### src/rtl/regfile_param.sv
// Parametrised register file: two combinational read ports with write bypass, one write port,
// and a clear sweep after reset or clr_req. Define REGFILE_R0_ZERO_EN to hard-wire entry 0 to zero.
module regfile_param #(
    parameter int                 DATA_W   = 32,
    parameter int                 ADDR_W   = 5,
    parameter logic [DATA_W-1:0]  INIT_VAL = '0
) (
    input  logic              CLK,
    input  logic              RST_N,
    input  logic [ADDR_W-1:0] ra,
    input  logic [ADDR_W-1:0] rb,
    input  logic [ADDR_W-1:0] rw,
    input  logic              reg_write,
    input  logic [DATA_W-1:0] busW,
    input  logic              clr_req,
    output logic [DATA_W-1:0] busA,
    output logic [DATA_W-1:0] busB,
    output logic              ready
);
    localparam int DEPTH = 2 ** ADDR_W;

`ifdef REGFILE_R0_ZERO_EN
    localparam bit R0_ZERO = 1'b1;
`else
    localparam bit R0_ZERO = 1'b0;
`endif

    typedef enum logic {CLEAR, IDLE} state_t;

    state_t              state_q, state_d;
    logic [ADDR_W-1:0]   clr_ptr_q, clr_ptr_d;
    logic                ready_q, ready_d;
    logic [DATA_W-1:0]   regs_q [DEPTH];

    logic                we;
    logic [ADDR_W-1:0]   waddr;
    logic [DATA_W-1:0]   wdata;
    logic                byp_a, byp_b;

    always_comb begin
        state_d   = state_q;
        clr_ptr_d = clr_ptr_q;
        ready_d   = ready_q;
        we        = 1'b0;
        waddr     = rw;
        wdata     = busW;
        case (state_q)
            CLEAR: begin
                we        = 1'b1;
                waddr     = clr_ptr_q;
                wdata     = INIT_VAL;
                clr_ptr_d = clr_ptr_q + 1'b1;
                if (clr_ptr_q == ADDR_W'(DEPTH - 1)) begin
                    state_d = IDLE;
                    ready_d = 1'b1;
                end
            end
            default: begin
                // a clear request wins over a write arriving on the same edge
                if (clr_req) begin
                    state_d   = CLEAR;
                    clr_ptr_d = '0;
                    ready_d   = 1'b0;
                end else if (reg_write && !(R0_ZERO && rw == '0)) begin
                    we = 1'b1;
                end
            end
        endcase
    end

    always_ff @(posedge CLK) begin
        if (!RST_N) begin
            state_q   <= CLEAR;
            clr_ptr_q <= '0;
            ready_q   <= 1'b0;
        end else begin
            state_q   <= state_d;
            clr_ptr_q <= clr_ptr_d;
            ready_q   <= ready_d;
        end
    end

    always_ff @(posedge CLK) begin
        if (RST_N && we) begin
            regs_q[waddr] <= wdata;
        end
    end

    always_comb begin
        byp_a = (state_q == IDLE) && reg_write && (rw == ra) && !(R0_ZERO && ra == '0);
        byp_b = (state_q == IDLE) && reg_write && (rw == rb) && !(R0_ZERO && rb == '0);
        busA  = '0;
        busB  = '0;
        if (ready_q) begin
            if (R0_ZERO && ra == '0) busA = '0;
            else if (byp_a)          busA = busW;
            else                     busA = regs_q[ra];
            if (R0_ZERO && rb == '0) busB = '0;
            else if (byp_b)          busB = busW;
            else                     busB = regs_q[rb];
        end
    end

    assign ready = ready_q;

endmodule

### config.mk
export PLATFORM = sky130hd
export DESIGN_NAME = regfile_param
export DESIGN_NICKNAME = d
export VERILOG_FILES = /design/src/rtl/regfile_param.sv
export SDC_FILE = /design/constraint.sdc
export NUM_CORES = 1
export LEC_CHECK = 0
export BUFFER_PORTS_ARGS = -buffer_cell sky130_fd_sc_hd__buf_4
export CAP_MARGIN = 20
export CORE_MARGIN = 2
export CORE_UTILIZATION = 31
export CTS_CLUSTER_DIAMETER = 50
export DETAILED_ROUTE_END_ITERATION = 8
export PLACE_DENSITY = 0.56
export SLEW_MARGIN = 30
export SYNTH_ARGS = -nofsm -noshare
export SYNTH_HDL_FRONTEND = slang
export SYNTH_SLANG_ARGS = --single-unit
### constraint.sdc
create_clock -name CLK -period 5.4 [get_ports CLK]
set_input_delay 1.08 -clock CLK [delete_from_list [all_inputs] [get_ports CLK]]
set_output_delay 1.08 -clock CLK [all_outputs]
set_load 0.1 [all_outputs]
== Yosys cells after proc, flatten, opt, wreduce, memory -nomap -nowiden ==
Memories as Yosys holds them, arrays and structs flattened.
Cells that the tools add are included.

* Output and inout port bits: 65
* Bits in registers: 7
* Logic and storage cells: 34
* Bits in writable memories: 1024
* Bits of input ports: 51
* Memories: 1

{| class="wikitable"
|+ Memories
! name !! words !! width !! read ports !! clocked after memory_dff !! wr ports !! RTL line !! text
|-
| regs_q || 32 || 32 || 2 || 0 || 1 || 33 || <nowiki>logic [DATA_W-1:0] regs_q [DEPTH];</nowiki>
|}

* Reduce and logical (&&, ||, !) cells: 6
* Equal/unequal tests: 4
* Multiplexer cells: 19
* Add/subtract/negate cells: 1

{| class="wikitable"
|+ Operators with widths
! cell !! number
|-
| $mux W32 || 5
|-
| $mux W5 || 3
|-
| $mux W1 || 11
|-
| $eq A5 B5 Y1 || 2
|-
| $add A5 B1 Y5 const B || 1
|-
| $eq A5 B5 Y1 const B || 1
|-
| $logic_and A1 B1 Y1 || 4
|-
| $ne A2 B2 Y1 const B || 1
|-
| $reduce_and A2 Y1 || 1
|-
| $reduce_bool A2 Y1 || 1
|}

== Logic depth before layout (Yosys ltp) ==
* Word-level depth: 6
* Gate-level depth with buffers: 11
* Gate-level depth less buffers: 6

== Worst setup path after synthesis ==
Ideal clock, no wire load.

* Kind: input port to output port
* From: input port rb[0]
* To: output port busB[29]
* Slack: 552 ps
* Arrival: 3768 ps
* Stages: 9
* Buffers on the path: 4
* Data required time: 4320 ps
* Cells stage by stage: buf_4 -> buf_8 -> buf_6 -> buf_4 -> mux2i_1 -> a221oi_1 -> a21o_1 -> a222oi_1 -> o211ai_1

* Longest elaborated chain between the ends: 4
* Elaborated cells on any way between the ends: 5
* Classes of those cells: 1 x eq/ne; 2 x mux; 1 x reduce/logical; 1 x memory

{| class="wikitable"
|+ Ends and longest elaborated chain
! item !! RTL line !! text
|-
| start: declaration || 11 || <nowiki>input logic [ADDR_W-1:0] rb,</nowiki>
|-
| branches (longest 2 deep; another with $mem_v2 Z32 W32) || -- ||
|-
| $mux W32 (*) || 99 || <nowiki>else if (byp_b) busB = busW;</nowiki>
|-
| $mux W32 (*) || 94 || <nowiki>if (ready_q) begin</nowiki>
|-
| end: declaration || 17 || <nowiki>output logic [DATA_W-1:0] busB,</nowiki>
|}

Mark *: on every way between the ends.

== Final worst setup path ==
* From: input port ra[0]
* To: output port busA[27]

* Longest elaborated chain between the ends: 4
* Elaborated cells on any way between the ends: 5
* Classes of those cells: 1 x eq/ne; 2 x mux; 1 x reduce/logical; 1 x memory

{| class="wikitable"
|+ Ends and longest elaborated chain
! item !! RTL line !! text
|-
| start: declaration || 10 || <nowiki>input logic [ADDR_W-1:0] ra,</nowiki>
|-
| branches (longest 2 deep; another with $mem_v2 Z32 W32) || -- ||
|-
| $mux W32 (*) || 96 || <nowiki>else if (byp_a) busA = busW;</nowiki>
|-
| $mux W32 (*) || 94 ||
|-
| end: declaration || 16 || <nowiki>output logic [DATA_W-1:0] busA,</nowiki>
|}

Marks and branches as above.

==> qor.txt <==
Routed vias/inst: 6.08
Pwr/cell area: 311 nW/µm²
Number of hold buffers added after cts: 0
Most frequent cell after synthesis: edfxtp_1
Main flop type after synthesis: edfxtp_1
CTS resizes: 0
Placer congestion estimate: 0.825
RSZ-0062 raised after global routing: false
CTS sink cnt: 1,031
First-pass GRT wire length: 242 mm
Global Route Usage Sum: 21.0%
Worst Setup Start Kind: primary input
Final Cycle Share: 96.2%
Vias in the first global route: 31,200
Yosys top cell area share: 62.0%
Final Instance Area: 57,400 µm²
Post-synth ARST share: 0%
Critical Path AT: 4.11 ns
Netlist cell types: 59
Number of routed nets with antenna violations: 0
HP Class: register to register
VDD IR max: 257 µV
Clk_lat worst skew: 0.73 ns
1st-pass router iterations: 5
DIE WIDTH: 404 µm
Initial Util: 31.3%
Setup repair bufs after CTS: 0
Nets@finish: 3,156
Hold Violations, Final: 0
Slew Viols, Final: 0
Post-synth top area cell: edfxtp_1
Cell Area, Synth: 49,600 µm²
Setup tns final: 0 ns
Clock slew at reported path FFs: 0.05 ns
Core Util, Final: 36.2%
Syn Nets: 2,994
Crit end category: output pin
Post-synth EDFFs: 1,024
Max-Cap Viols: 0
CP required: 4.32 ns
Die area: 163,000 µm²
Share of post-route cells with drive strength above 1: 27.3%
Rows: 146
CTS Buffer Depth: 3
Dpl hpwl: 106 mm
Post-Syn Instances: 2,941
Initial antenna violation count: 4
Rel. slew slack: 36.0%
Critical path peak fanout: 45
Clock root buffer: clkbuf_16
Placed instance area: 53,800 µm²
Syn_area_per_cell: 16.9 µm²
Layout area overhead: 15.8%
Finish-stage setup viols: 0
Largest net degree at the start of global routing: 68
Flops & latches, synth: 1,031
Top cells by area, synth: edfxtp_1, mux4_2, mux2i_1, a221oi_1, o21ai_0
Core Area: 159,000 µm²
Fillers: 14,800
Diode count: 0
CTS H-tree depth: 3
GRT Residual Overflow: 0
Status: finished clean
Clock skew: 0.0228 ns
Fmax: 0.193 GHz
Die Span Y: 404 µm
Synth top cells by count: edfxtp_1, mux2i_1, mux4_2
DRC Markers: 0
Drt wl/cell: 33.3 µm
Final min period: 5.19 ns
Routed wire length: 175 mm
CP Class: primary input to output pin
Number of I/O port buffers: 115
Via count: 32,100
Io pins: 116
CTS tree: yes
Lkg Pwr: 0.0184 µW
Sequential area share after synthesis: 62.3%
Synthesis Warnings: 0
Iter 0 DRT Violations: 4,707
Slew at the pin closest to its max-slew limit: 0.953 ns
TritonCTS Buffers: 112
==> per-stage QoR <==
step | cells | power (µW) | worst slack, ns | hold WS [ns]
floorplan | 2941 | 9760 | 0.552 | 0.572
global placement | 5057 | 10300 | 0.372 | 0.574
detailed placement | 5061 | 10300 | 0.380 | 0.575
CTS | 5270 | 17900 | 0.363 | 0.589
global route | 5270 | 18300 | 0.148 | 0.639
finish | 5270 | 17900 | 0.207 | 0.596
==> power breakdown <==
group | internal, µW | leakage, µW | switching (µW)
Sequential | 8720 | 0.00868 | 22.6
Clock | 4390 | 0.00176 | 3340
Combinational | 537 | 0.00796 | 854
==> state kept, by name, indices dropped and copies added, names as in the netlist <==
name and cells:
state_q 1, clr_ptr_q 5, regs_q 1024, ready 1
==> layout by cell type, fill, tap and decap left out, types with 18 or more instances in the layout <==
cell type,count
clkbuf_1,28
a31oi_1,18
mux4_2,316
nand3_1,34
nor3_1,36
a221o_1,54
nor2_1,29
o21ai_0,130
nor2_4,37
a211oi_1,27
a22oi_1,47
o211ai_1,27
clkbuf_16,113
buf_4,247
clkinv_2,19
edfxtp_1,1024
a21oi_1,56
buf_12,37
mux2i_1,403
a221oi_1,124
and2_2,31
nand2_1,105
==> area by class of cell <==
| cell class | count | area (µm²) | share of cell area [%] |
|---|---|---|---|
| Clock buffer | 141 | 2930 | 5.11 |
| Clock inverter | 68 | 693 | 1.21 |
| Inverter | 14 | 57.6 | 0.100 |
| Multi-Input combinational cell | 1652 | 17500 | 30.5 |
| Sequential cell | 1031 | 30900 | 53.8 |
| Tap cell | 2072 | 2590 | 4.51 |
| Timing Repair Buffer | 292 | 2720 | 4.74 |
==> logic make-up after synthesis <==
group,Yosys count,share of synthesized area [%]
simple gates,332,3.18
fa+ha+maj,2,0.0505
xor+xnor,10,0.177
mux,735,22.9
compound gates,573,8.40
buf+inv,258,3.04
flops,1031,62.3
==> final timing paths <==
| kind | from | to | slack [ns] | cells past startpoint |
|---|---|---|---|---|
| worst max-delay path | ra[0] | busA[27] | 0.21 | 10 |
| worst min-delay path | ready | ready | 0.60 | 2 |
| worst max register to register | state_q | regs_q[5][9] | 1.82 | 5 |
| worst min register to register | ready | ready | 0.60 | 2 |
==> metal layers <==
layer	track usage (%)	up-vias	wire, µm
met5	0	-	11
met4	5.25	2	4420
met3	5.65	272	19900
met2	31.2	1932	76700
met1	30.4	17100	74300
li1	-	12700	-
==> worst max-delay path, cell delays in order <==
cell and delay (ns):
buf_8 0.26, buf_12 0.35, buf_4 0.29, mux4_2 0.51, o21ai_0 0.16, a211oi_1 0.09, buf_4 0.14, o21ai_1 0.73
nand2_1 0.13, buf_4 0.28
Note: power is estimated with default switching activity, not from simulation.
